--- src/rtl/mem_stage_access_unit.sv ---
// MEM pipeline stage: scalar and two-beat vector loads/stores over a 32-bit req/ack
// data-memory port, producing the MEM/WB register contents and the upstream stall.
module mem_stage_access_unit #(
   parameter int ADDR_W = 32,
   parameter int VEC_W  = 48
) (
   input  logic              clk,
   input  logic              rst,
   input  logic              reg_write,
   input  logic              vreg_write,
   input  logic              vec_op,
   input  logic              mem_write,
   input  logic [1:0]        mem_to_reg,
   input  logic [31:0]       pc_count,
   input  logic [31:0]       alu_result,
   input  logic [31:0]       rd2,
   input  logic [31:0]       sign_imm,
   input  logic [4:0]        rd,
   input  logic [4:0]        vd,
   input  logic [VEC_W-1:0]  alu_result_v,
   input  logic [VEC_W-1:0]  rd2_v,
   output logic              dm_req,
   output logic              dm_we,
   output logic [ADDR_W-1:0] dm_addr,
   output logic [31:0]       dm_wdata,
   output logic [3:0]        dm_be,
   input  logic [31:0]       dm_rdata,
   input  logic              dm_ack,
   output logic              stall,
   output logic              misalign,
   output logic              wb_reg_write,
   output logic              wb_vreg_write,
   output logic [4:0]        wb_rd,
   output logic [4:0]        wb_vd,
   output logic [31:0]       wb_data,
   output logic [VEC_W-1:0]  wb_data_v
);

   typedef enum logic {IDLE, BEAT1} state_t;

   state_t      state;
   logic [31:0] low_buf;
   logic        mem_op;
   logic        is_load;
   logic [ADDR_W-1:0] base_addr;
   logic [31:0] sel_data;

   assign mem_op    = mem_write || (mem_to_reg == 2'b01);
   assign is_load   = (mem_to_reg == 2'b01);
   assign base_addr = {alu_result[ADDR_W-1:2], 2'b00};
   assign dm_we     = mem_write;

   always_comb begin
      case (mem_to_reg)
         2'b01:   sel_data = dm_rdata;
         2'b10:   sel_data = pc_count + 32'd4;
         2'b11:   sel_data = sign_imm;
         default: sel_data = alu_result;
      endcase
   end

   // Address/data are pure functions of frozen EX/MEM fields and state, so they hold during waits.
   always_comb begin
      dm_addr  = base_addr;
      dm_wdata = vec_op ? rd2_v[31:0] : rd2;
      dm_be    = 4'b1111;
      if (state == BEAT1) begin
         dm_addr  = base_addr + {{(ADDR_W-3){1'b0}}, 3'b100};
         dm_wdata = {16'b0, rd2_v[VEC_W-1:32]};
         dm_be    = 4'b0011;
      end
   end

   always_comb begin
      dm_req = 1'b0;
      stall  = 1'b0;
      if (!rst) begin
         if (state == BEAT1) begin
            dm_req = 1'b1;
            stall  = !dm_ack;
         end else if (mem_op) begin
            dm_req = 1'b1;
            stall  = !(dm_ack && !vec_op);
         end
      end
   end

   always_ff @(posedge clk or posedge rst) begin
      if (rst) begin
         state         <= IDLE;
         low_buf       <= '0;
         misalign      <= 1'b0;
         wb_reg_write  <= 1'b0;
         wb_vreg_write <= 1'b0;
         wb_rd         <= '0;
         wb_vd         <= '0;
         wb_data       <= '0;
         wb_data_v     <= '0;
      end else begin
         misalign      <= 1'b0;
         wb_reg_write  <= 1'b0;
         wb_vreg_write <= 1'b0;
         case (state)
            IDLE: begin
               if (!mem_op) begin
                  wb_reg_write  <= reg_write;
                  wb_vreg_write <= vreg_write;
                  wb_rd         <= rd;
                  wb_vd         <= vd;
                  wb_data       <= sel_data;
                  wb_data_v     <= alu_result_v;
               end else if (dm_ack) begin
                  misalign <= (alu_result[1:0] != 2'b00);
                  if (vec_op) begin
                     low_buf <= dm_rdata;
                     state   <= BEAT1;
                  end else begin
                     wb_reg_write  <= reg_write && !mem_write;
                     wb_vreg_write <= vreg_write && !mem_write;
                     wb_rd         <= rd;
                     wb_vd         <= vd;
                     wb_data       <= sel_data;
                     wb_data_v     <= alu_result_v;
                  end
               end
            end
            BEAT1: begin
               if (dm_ack) begin
                  state         <= IDLE;
                  low_buf       <= '0;
                  wb_reg_write  <= reg_write && !mem_write;
                  wb_vreg_write <= vreg_write && !mem_write;
                  wb_rd         <= rd;
                  wb_vd         <= vd;
                  wb_data       <= sel_data;
                  wb_data_v     <= is_load ? {dm_rdata[15:0], low_buf} : alu_result_v;
               end
            end
            default: state <= IDLE;
         endcase
      end
   end

endmodule

--- config.mk ---
export PLATFORM = sky130hd
export DESIGN_NAME = mem_stage_access_unit
export DESIGN_NICKNAME = d
export VERILOG_FILES = /design/src/rtl/mem_stage_access_unit.sv
export SDC_FILE = /design/constraint.sdc
export NUM_CORES = 1
export LEC_CHECK = 0
export ABC_AREA = 1
export CORE_AREA = 2 2 172 174
export CTS_CLUSTER_SIZE = 20
export DETAILED_ROUTE_END_ITERATION = 8
export DIE_AREA = 0 0 174 176
export HOLD_SLACK_MARGIN = 0.1
export SLEW_MARGIN = 40
export SYNTH_ARGS = -nofsm -noshare
export SYNTH_HDL_FRONTEND = slang
export SYNTH_SLANG_ARGS = --single-unit
--- constraint.sdc ---
create_clock -name clk -period 20.6 [get_ports clk]
set_clock_uncertainty 0.1 [all_clocks]
set_input_delay 6.18 -clock clk [delete_from_list [all_inputs] [get_ports clk]]
set_output_delay 6.18 -clock clk [all_outputs]
set_load 0.01 [all_outputs]
==> results_dict.tcl, run 1 <==
set metrics [dict create \
    ys_ff_latch 126 \
    syn_area_per_cell_um2 6.633 \
    combPwrFrac 0.327 \
    min_path_type "reg -> reg" \
    swShare 0.3199 \
    finalWeightedCongestion 0.9824 \
    pin_count 439 \
    total_leakage_power_nw 6.077 \
    clk_pin_slew_ns 0.06 \
    path_buf_inv 2 \
    ys_types 40 \
    crit_family "buffers and inverters" \
    route.met3.wl_mm 2.836 \
    antenna_found_initial 2 \
    fin_setup_tns_ns 0 \
    cts_tree "done" \
    portBuffers 434 \
    dr.pass1.iters 5 \
    ys_seq_area_frac 0.3740 \
    die_height_um 176 \
    grt_pass1_vias 10292 \
    synth_area_um2 8431 \
    syn_inst 1271 \
    fin_crit_ns 14.98 \
    grt_setup_unrepaired "false" \
    vias 10116 \
    arrival_ns 8.70 \
    cts_hold_repair.buffers 0 \
    route.detailed.drc 0 \
    crit_type "in -> out" \
    setup_violations 0 \
    drt-met1-wl_mm 16.66 \
    critPathMaxFanout 5 \
    vias_per_cell 4.913 \
    p_switching_mw 0.3075 \
    post-cts-setup-buffer-count 0 \
    routed.top_layer "met5" \
    end_kind "output port" \
    status "finished, final reports clean" \
    drt_iter0_markers 562 \
    hpwl_mm 32.19 \
    ir_drop_mv 0.05747 \
    grt_pass1_wl_mm 62.00 \
    ys_top_cells_by_area "dfrtp_1, nand2_1, nor2_1" \
    gr-total-overflow 0 \
    ys.warnings.count 0 \
    wl_per_cell_um 19.91 \
    synth_top_area_frac 0.3740 \
    num_rows 62 \
    wirelength_mm 40.99 \
    ctsResizeCount 0 \
    crit_required_ns 14.32 \
    register_area_um2 3154 \
    cts_sinks 126 \
    synth_top_cell_by_area "dfrtp_1" \
    critPathMaxStageDelay_ns 0.60 \
    finalNetCount 1939 \
    track_usage 0.2657 \
    core_area_um2 28550 \
    initial_utilization 0.2953 \
    multiInputGateArea_um2 4638 \
    fmax_mhz 66.76 \
    cts_buffers 17 \
    max_slew_margin 0.4852 \
    die_w_um 174 \
    grt_max_degree 83 \
    fin_total_pwr_mw 0.9613 \
    cp_cell_sequence "clkdlybuf4s50_1, ha_1, nand2_2, nor3_2, nand2_1, nor2_2, nand3_2, xnor2_1, clkdlybuf4s50_1" \
    yosys_most_used_dff "dfrtp_1" \
    htree_levels 4 \
    area_growth_pct 61.90 \
    root_buffer "clkbuf_16" \
    hold_viol_final 0 \
    drive_gt1_frac 0.04179 \
    met2_length_mm 20.76 \
    crit_top_cell "clkdlybuf4s50_1" \
    n_antenna_cell 0 \
    final_antenna_net_count 0 \
    tightest_slew_ns 0.7722 \
    clock_latency_ns 0.42 \
    async_flop_share 1.000 \
    drv_slew 0 \
    max_cap_viol_count 0 \
    power_frac_seq 0.325 \
    cts_buffer_depth 2 \
    power.share.clock 0.348 \
    fillers 2962 \
    p_per_area_nw_per_um2 70.43 \
    slowest_stage "clkdlybuf4s50_1" \
    p_int_mw 0.6538 \
    period_share 0.7272 \
    dieArea_um2 30620 \
    worstSetupStartpointType "input port" \
    synth-edff-count 0 \
]
## power groups by stage
| stage | Sequential [mW] | Clock (mW) | Combinational (mW) |
|---|---|---|---|
| 6_report | 0.312 | 0.335 | 0.314 |
| 5_1_grt | 0.318 | 0.350 | 0.342 |
| 4_1_cts | 0.312 | 0.342 | 0.318 |
| 3_5_place_dp | 0.317 | 0 | 0.316 |
| 3_3_place_gp | 0.316 | 0 | 0.315 |
| 2_1_floorplan | 0.327 | 0 | 0.112 |
## state kept, by name, summed over array words and instances, names as in the netlist, 5 cells and up
name	flops
wb_vd	5
wb_rd	5
wb_data_v	48
wb_data	32
low_buf	32
## cell usage after synthesis (3+ instances only)
master	n
o21ai_0	88
nand2_1	417
o21ai_1	3
a221oi_1	22
nor2_1	168
nand3_1	117
clkbuf_1	38
o21bai_1	4
inv_2	4
xor2_1	20
nor2_2	4
and2_1	3
a21oi_1	55
dfrtp_1	126
nor3_1	11
buf_4	14
or2_2	4
nand4_1	5
inv_1	74
buf_2	19
mux2i_1	16
a31oi_1	33
clkbuf_2	3
## logic make-up (layout without fill, tap and decap cells)
kind of cell | after synthesis | after routing | share of synthesized area
buf+inv | 155 | 557 | 0.07970
compound gates | 212 | 212 | 0.1441
mux | 16 | 16 | 0.01900
flops | 126 | 126 | 0.3740
fa+ha+maj | 2 | 2 | 0.002968
xor+xnor | 21 | 21 | 0.02182
other cells | 2 | 4 | 0.0008908
simple gates | 737 | 737 | 0.3575
## stage by stage
stage	util	hold WS [ns]	setup slack, ns	instances	instance area, um^2
2_1_floorplan	-	0.3655	5.216	1273	8438
3_3_place_gp	0.4556	0.3531	5.642	2027	13010
3_5_place_dp	0.4558	0.3614	5.632	2027	13010
4_1_cts	0.4780	0.3766	5.634	2059	13650
5_1_grt	0.4781	0.3945	5.448	2059	13650
6_report	0.4781	0.3737	5.620	2059	13650
## final timing paths
check	start	endpoint	slack, ns	cells after the start
max	alu_result[2]	dm_addr[22]	5.62	9
min	wb_rd[3]	wb_rd[3]	0.37	2
max reg2reg	state	wb_data[11]	16.82	10
min reg2reg	wb_rd[3]	wb_rd[3]	0.37	2
max in group asynchronous	rst	low_buf[25]	13.28	3
min in group asynchronous	rst	wb_data_v[46]	6.09	2
## cells in the final DEF, fill, tap and decap left out, types with 4 or more instances in the layout
cell / instances
a21oi_1: 55
a221oi_1: 22
a31oi_1: 33
buf_4: 11
bufinv_16: 4
clkbuf_16: 17
clkdlybuf4s50_1: 434
conb_1: 4
dfrtp_1: 125
inv_1: 71
inv_2: 6
inv_6: 6
mux2i_1: 16
nand2_1: 416
nand3_1: 117
nand4_1: 5
nor2_1: 165
nor2_2: 5
nor3_1: 11
o21ai_0: 88
o21bai_1: 4
or2_2: 4
xor2_1: 20
## layer usage
metal | GRT usage | vias to the layer above
li1 | - | 4949
met1 | 0.3139 | 4754
met2 | 0.4821 | 368
met3 | 0.06848 | 43
met4 | 0.06268 | 2
met5 | 0 | -
## tightest hold or removal path: cells and delay by family, from the launching register on
family	cells	cell delay, ns
flops	1	0.34
simple gates	2	0.10
## cell type report
cell class / instances / area share
clock inverters: 14 / 0.01503
clock buffers: 18 / 0.03144
well taps: 384 / 0.03520
inverters: 79 / 0.02228
repair buffers: 446 / 0.3251
flip-flops and latches: 126 / 0.2311
multi-input cells: 992 / 0.3398
Note: power is estimated with default switching activity, not from simulation.
==> run 2, diff against run 1 <==
Clock period 20.6 ns to 14.05 ns, I/O delays scaled along.
==> run 2 against run 1 <==
Non-clock buffer count unchanged. Hold slack worse by 0.00056 ns. Sequential power up 47%. Sequential cell count stayed put. Cell area rose by 0.16%. Via count is 0.30% higher. Register-to-register slack got worse by 6.5 ns.
==> results_dict.tcl, run 2 (synthesized netlist as in run 1, its figures left out) <==
set metrics [dict create \
    post-cts-setup-buffer-count 0 \
    status "finished, final reports clean" \
    root_buffer "clkbuf_16" \
    crit_required_ns 9.73 \
    gr-total-overflow 0 \
    end_kind "output port" \
    p_per_area_nw_per_um2 104.4 \
    cts_buffers 17 \
    fin_crit_ns 11.04 \
    die_w_um 174 \
    clk_pin_slew_ns 0.06 \
    dieArea_um2 30620 \
    setup_slack_ns 3.010 \
    ir_drop_mv 0.08542 \
    final_common_cell "clkdlybuf4s50_1" \
    finalNetCount 1939 \
    num_rows 62 \
    htree_levels 4 \
    swShare 0.3163 \
    drv_slew 0 \
    crit_type "in -> out" \
    grt_pass1_vias 10111 \
    portBuffers 434 \
    dr.pass1.iters 6 \
    crit_family "buffers and inverters" \
    drt_iter0_markers 592 \
    holdPathEnd "wb_rd[3]" \
    worstRegToRegCells 10 \
    hold_viol_final 0 \
    cts_buffer_depth 2 \
    reg2reg_from "state" \
    track_usage 0.2654 \
    cts_hold_repair.buffers 0 \
    core_area_um2 28550 \
    die_height_um 176 \
    top_regs "wb_data_v x48, low_buf x32, wb_data x32" \
    slowest_stage "clkdlybuf4s50_1" \
    grt_setup_unrepaired "false" \
    cts_tree "done" \
    critPathMaxFanout 5 \
    area_growth_pct 62.15 \
    max_cap_viol_count 0 \
    finalWeightedCongestion 0.9823 \
    fillers 2963 \
    tightest_slew_ns 0.7672 \
    antenna_found_initial 1 \
    largest_reg_flops 48 \
    pin_count 439 \
    initial_utilization 0.2953 \
    wirelength_mm 41.11 \
    period_share 0.7857 \
    path_buf_inv 3 \
    combPwrFrac 0.323 \
    route.detailed.drc 0 \
    vias_per_cell 4.930 \
    regMostFlops "wb_data_v" \
    hpwl_mm 32.23 \
    layout_common_cells "clkdlybuf4s50_1, nand2_1, nor2_1" \
    wl_per_cell_um 19.98 \
    grt_pass1_wl_mm 61.76 \
    arrival_ns 6.72 \
    max_slew_margin 0.4885 \
    timing.rr.end "wb_data[11]" \
    setup_violations 0 \
    fmax_mhz 90.58 \
    final_antenna_net_count 0 \
    reg2reg_slack_ns 10.33 \
    power_frac_seq 0.321 \
    ctsResizeCount 0 \
    critPathMaxStageDelay_ns 0.60 \
    cp_cell_sequence "clkdlybuf4s50_1, ha_1, nand2_2, nor3_2, nand2_1, nor2_2, nand3_2, inv_2, nand3_1, nand2_1, clkdlybuf4s50_1" \
    drive_gt1_frac 0.04182 \
    worstSetupStartpointType "input port" \
    vias 10146 \
    place_ws_ns 3.009 \
    min_path_type "reg -> reg" \
    power.share.clock 0.356 \
    p_switching_mw 0.4513 \
    p_int_mw 0.9757 \
    holdWs_ns 0.3732 \
    cts_sinks 126 \
    n_antenna_cell 0 \
    grt_max_degree 83 \
    total_leakage_power_nw 6.086 \
    hold_depth 2 \
    fin_setup_tns_ns 0 \
    hp-start "wb_rd[3]" \
    clock_latency_ns 0.43 \
]
[run 2: routing by layer]
layer / track usage / part of all wire / up-vias
li1: - / - / 4946
met1: 0.3172 / 0.41 / 4761
met2: 0.4783 / 0.50 / 391
met3: 0.06245 / 0.068 / 46
met4: 0.07038 / 0.019 / 2
met5: 0 / 0.00032 / -
[run 2: power groups by stage]
stage               registers [mW]  logic [mW]  clock network (mW)
floorplan                    0.480       0.165                   0
detailed placement           0.465       0.463                   0
global placement             0.463       0.462                   0
finish                       0.458       0.461               0.508
CTS                          0.458       0.466               0.520
global route                 0.467       0.499               0.531
[run 2: through the flow]
step	instance area (um^2)	utilization	power [mW]	instances
after global placement	13010	0.4556	0.9254	2027
final	13670	0.4789	1.427	2058
after floorplan	8438	-	0.6448	1273
after CTS	13670	0.4787	1.444	2058
after detailed placement	13010	0.4558	0.9280	2027
after global routing	13670	0.4789	1.497	2058
[run 2: worst max path at each step]
stage	from	endpoint	slack, ns	cells after the start
2_1_floorplan	rst	dm_req	2.60	3
3_3_place_gp	alu_result[2]	dm_addr[26]	3.02	11
3_5_place_dp	alu_result[2]	dm_addr[22]	3.01	9
4_1_cts	alu_result[2]	dm_addr[26]	3.01	11
5_1_grt	alu_result[2]	dm_addr[26]	2.81	11
6_report	alu_result[2]	dm_addr[26]	3.01	11
[run 2: area by class of cell]
| cell class | count | area (um^2) | share of cell area |
|---|---|---|---|
| clock buffers | 17 | 425.4 | 0.03112 |
| clock inverters | 14 | 230.2 | 0.01684 |
| inverters | 79 | 304.0 | 0.02224 |
| multi-input cells | 992 | 4638 | 0.3393 |
| flip-flops and latches | 126 | 3154 | 0.2307 |
| well taps | 384 | 480.5 | 0.03515 |
| repair buffers | 446 | 4438 | 0.3246 |
[run 2: worst register-to-register path, cell delays in order (launching register included)]
cell	delay [ns]
dfrtp_2	0.79
buf_4	0.54
inv_1	0.08
buf_4	0.28
nand2_1	0.24
nand2_4	0.11
inv_2	0.36
buf_4	0.67
a21oi_1	0.28
nand2_1	0.13
nand2_1	0.05
